===== config.mk =====
export PLATFORM = sky130hd
export DESIGN_NAME = lfsr_rng
export DESIGN_NICKNAME = d
export VERILOG_FILES = /design/src/rtl/lfsr_pkg.sv /design/src/rtl/lfsr_feedback.sv /design/src/rtl/lfsr_rng.sv
export SDC_FILE = /design/constraint.sdc
export NUM_CORES = 1
export LEC_CHECK = 0
export ABC_AREA = 1
export CAP_MARGIN = 20
export CORE_MARGIN = 2
export CORE_UTILIZATION = 50
export DETAILED_ROUTE_END_ITERATION = 10
export PLACE_DENSITY_LB_ADDON = 0.2
export SLEW_MARGIN = 0
export SYNTH_ARGS = -nofsm -noshare
export SYNTH_HDL_FRONTEND = slang
export SYNTH_HIERARCHICAL = 1
export SYNTH_SLANG_ARGS = --single-unit

===== constraint.sdc =====
create_clock -name clk -period 2.3 [get_ports clk]
set_input_delay 0.575 -clock clk [delete_from_list [all_inputs] [get_ports clk]]
set_output_delay 0.575 -clock clk [all_outputs]
set_load 0.02 [all_outputs]

===== src/rtl/lfsr_pkg.sv =====
// Shared constants and types for the lfsr_rng random source.
// Defaults give a maximal-length 16-bit sequence (period 65535).
package lfsr_pkg;

  localparam int                    LFSR_WIDTH = 16;
  localparam logic [LFSR_WIDTH-1:0] LFSR_SEED  = 16'hECEB;
  localparam logic [LFSR_WIDTH-1:0] LFSR_TAPS  = 16'h002D;

  typedef logic [LFSR_WIDTH-1:0] lfsr_state_t;

endpackage : lfsr_pkg


===== src/rtl/lfsr_feedback.sv =====
// Feedback bit for the LFSR: the parity of the state bits selected by the tap mask.
// Purely combinational; the caller owns all state.
module lfsr_feedback #(
  parameter int               WIDTH    = 16,
  parameter logic [WIDTH-1:0] TAP_MASK = 16'h002D
) (
  input  logic [WIDTH-1:0] state,
  output logic             fb
);

  // XOR-reduce the tapped bits
  always_comb begin
    fb = ^(state & TAP_MASK);
  end

endmodule : lfsr_feedback


===== src/rtl/lfsr_rng.sv =====
// Fibonacci right-shifting LFSR random source.
// One step per rising clk edge while en is high: the LSB is shifted out into
// rand_bit and the feedback bit enters at the MSB. Both outputs are registered.
// Optional feature macro: LFSR_SEED_LOAD_EN adds load/load_val, a seed reload
// that takes priority over en; a zero load value is replaced by SEED so the
// register can never lock up in the all-zero state.
module lfsr_rng
  import lfsr_pkg::*;
#(
  parameter int               WIDTH    = LFSR_WIDTH,
  parameter logic [WIDTH-1:0] SEED     = WIDTH'(LFSR_SEED),
  parameter logic [WIDTH-1:0] TAP_MASK = WIDTH'(LFSR_TAPS)
) (
  input  logic             clk,
  input  logic             rst_n,
  input  logic             en,
`ifdef LFSR_SEED_LOAD_EN
  input  logic             load,
  input  logic [WIDTH-1:0] load_val,
`endif
  output logic             rand_bit,
  output logic [WIDTH-1:0] shift_reg
);

  logic fb;

  lfsr_feedback #(
    .WIDTH    (WIDTH),
    .TAP_MASK (TAP_MASK)
  ) u_feedback (
    .state (shift_reg),
    .fb    (fb)
  );

`ifdef LFSR_SEED_LOAD_EN
  logic [WIDTH-1:0] load_state;

  // Substitute SEED for a zero load value to keep the state out of lock-up
  always_comb begin
    load_state = load_val;
    if (load_val == '0) begin
      load_state = SEED;
    end
  end
`endif

  // State and output-bit registers: reset > load (optional) > advance > hold
  always_ff @(posedge clk or negedge rst_n) begin
    if (!rst_n) begin
      shift_reg <= SEED;
      rand_bit  <= 1'b0;
    end else begin
`ifdef LFSR_SEED_LOAD_EN
      if (load) begin
        shift_reg <= load_state;
        rand_bit  <= 1'b0;
      end else
`endif
      if (en) begin
        rand_bit  <= shift_reg[0];
        shift_reg <= {fb, shift_reg[WIDTH-1:1]};
      end
    end
  end

endmodule : lfsr_rng


==> key figures <==
Timing
  • Final Max Tran Viols: 0
  • PnR worst setup slack: 218.2 ps
  • Final TNS setup: 0 ps
  • Crit path time final: 2082 ps
  • Fmax: 0.4804 GHz
  • Slew headroom: 67.34%
  • RSZ-0062 raised after global routing: no
  • Final hold violation count: 0
  • Skew final: 2.904 ps
  • Tightest Pin Transition: 488.4 ps
  • Final setup fails: 0
  • Period utilization: 90.51%
  • Min Hold Slack: 478.0 ps

Setup path
  • CP max-delay cell: clkdlybuf4s50_1
  • WP data arrival: 1510 ps
  • Worst path max stage delay: 620 ps
  • Crit-path max FO: 6
  • Startpoint types: flip-flop
  • CP cell instances: clkdlybuf4s50_1
  • Top Family by Delay on Critical Path: buffers and inverters
  • WP data required: 1730 ps
  • Crit Path Class: reg -> out
  • Worst setup EP type: primary output
  • Worst path buffer plus inverter count: 1

Synthesis
  • Seq/Total Area, Yosys: 55.02%
  • Cells after Synth: 87
  • Syn_area_per_cell: 9.175 um2
  • Yosys reg bits: 17
  • Yosys warns: 6
  • Net Count, Synth: 90
  • Cell area after synthesis: 798.3 um2
  • Yosys cell types: 11

Placed design
  • Pre-CTS setup slack: 512.7 ps
  • I/O Buffers: 19
  • Dpl cell area: 980.9 um2
  • GP Congestion: 0.6862
  • HPWL after DPL: 958.6 um

Floorplan
  • Die X: 43.96 um
  • Core area: 0.001506 mm2
  • Row count: 14
  • Initial Util: 52.99%
  • Die ar.: 0.001932 mm2
  • Chip height: 43.96 um
  • I/O pins: 20

Routing
  • Initial DRC Count: 14
  • Vias: 607
  • Routed wire per std cell: 10.50 um
  • Vias per inst: 4.856
  • Routed Antenna Nets: 0
  • Drt pass-1 iters: 4
  • # DRC: 0
  • WL final: 1313 um

Layout
  • Layout cells sized above 1: 35.78%
  • Final instance area: 0.001008 mm2
  • Final #Nets: 113
  • Commonest non-fill, non-tap cells in the layout: nand2_1, nand2_2, clkdlybuf4s50_1
  • Area Growth Syn to Fin: 26.33%
  • Most common cell after layout, fill and taps aside: nand2_1
  • ANT cells: 0
  • Largest register FFs: 16

Clock tree
  • CTS sink count: 17
  • PostCTS Resize Cnt: 0
  • Worst skew pair latency: 280 ps
  • Clock buffer depth: 2
  • H-tree depth: 1
  • Root buf cell: clkbuf_4
  • Hold_buf cts: 0
  • # Post-CTS Setup Buffers: 0
  • CTS buffer count: 3
  • Reg clk slew, reported paths: 100 ps
  • CTS tree: done

GRT
  • Initial antenna violation count: 0
  • Total global routing overflow: 0
  • Pin count of the biggest net entering global routing: 18
  • Vias in the first global route: 513
  • First-pass GRT wire length: 2256 um
  • Total track usage: 16.28%

Power and ir drop
  • Tot Pwr: 0.4782 mW
  • Worst IR drop on VDD: 0.3074 mV
  • Leak: 0.4803 nW
  • Total power divided by cell area: 474.2 mW/mm2

Worst hold path
  • Hold/Removal Path Class: reg -> reg

Flow run
  • Max cap viols: 0

Run status
  • Run status: finished, final reports clean
Yosys cell counts:
master / n / area, um2
xnor2_1: 1 / 8.760
nor2_1: 1 / 3.750
buf_12: 1 / 20.02
nand2_1: 39 / 146.4
dfrtp_1: 6 / 150.1
inv_8: 1 / 11.26
buf_6: 2 / 22.52
dfstp_2: 11 / 289.0
nand2_2: 20 / 125.1
inv_1: 4 / 15.01
nor2_2: 1 / 6.260
cell type report:
| type | count | area (um2) |
|---|---|---|
| Tap cell | 16 | 20.02 |
| Multi-Input combinational cell | 62 | 290.3 |
| Timing Repair Buffer | 21 | 205.2 |
| Fill cell | 126 | 498.0 |
| Inverter | 5 | 26.28 |
| Clock buffer | 3 | 22.52 |
| Sequential cell | 17 | 439.2 |
| Clock inverter | 1 | 5.005 |
tightest hold or removal path: stages, from the launching register on:
cell,delay (ps)
dfstp_2,390
nand2_2,60
nand2_2,40
per-layer routing:
layer | wire length (um) | up-vias | GRT usage [%]
li1 | - | 301 | -
met1 | 630 | 289 | 24.12
met2 | 613 | 15 | 22.06
met3 | 54 | 2 | 3.333
met4 | 15 | 0 | 9.091
met5 | 0 | - | 0
stage by stage:
step	std cells	util, %
2_1_floorplan	87	-
4_1_cts	125	66.94
6_report	125	66.94
3_5_place_dp	121	65.12
5_1_grt	125	66.94
3_3_place_gp	121	65.12
cells by family (layout without fill, tap and decap cells):
group,after synthesis,after routing,synth area share [%]
buf+inv,8,30,8.620
flops,17,17,55.02
simple gates,61,61,35.27
xor+xnor,1,1,1.097
worst paths after layout:
check,startpoint,to,slack [ps],cells past startpoint
max,shift_reg[5],shift_reg[5],220,1
min,shift_reg[11],shift_reg[11],480,2
max reg2reg,shift_reg[5],shift_reg[15],1260,7
min reg2reg,shift_reg[11],shift_reg[11],480,2
max in group asynchronous,rst_n,shift_reg[0],1440,2
min in group asynchronous,rst_n,shift_reg[4],610,2
where the power goes:
part	internal, mW	switching, mW	leakage, nW
clock	0.0645	0.0903	0.0177
combinational	0.00702	0.0166	0.265
sequential	0.300	0	0.197
Power figures use the tool's default switching activity.
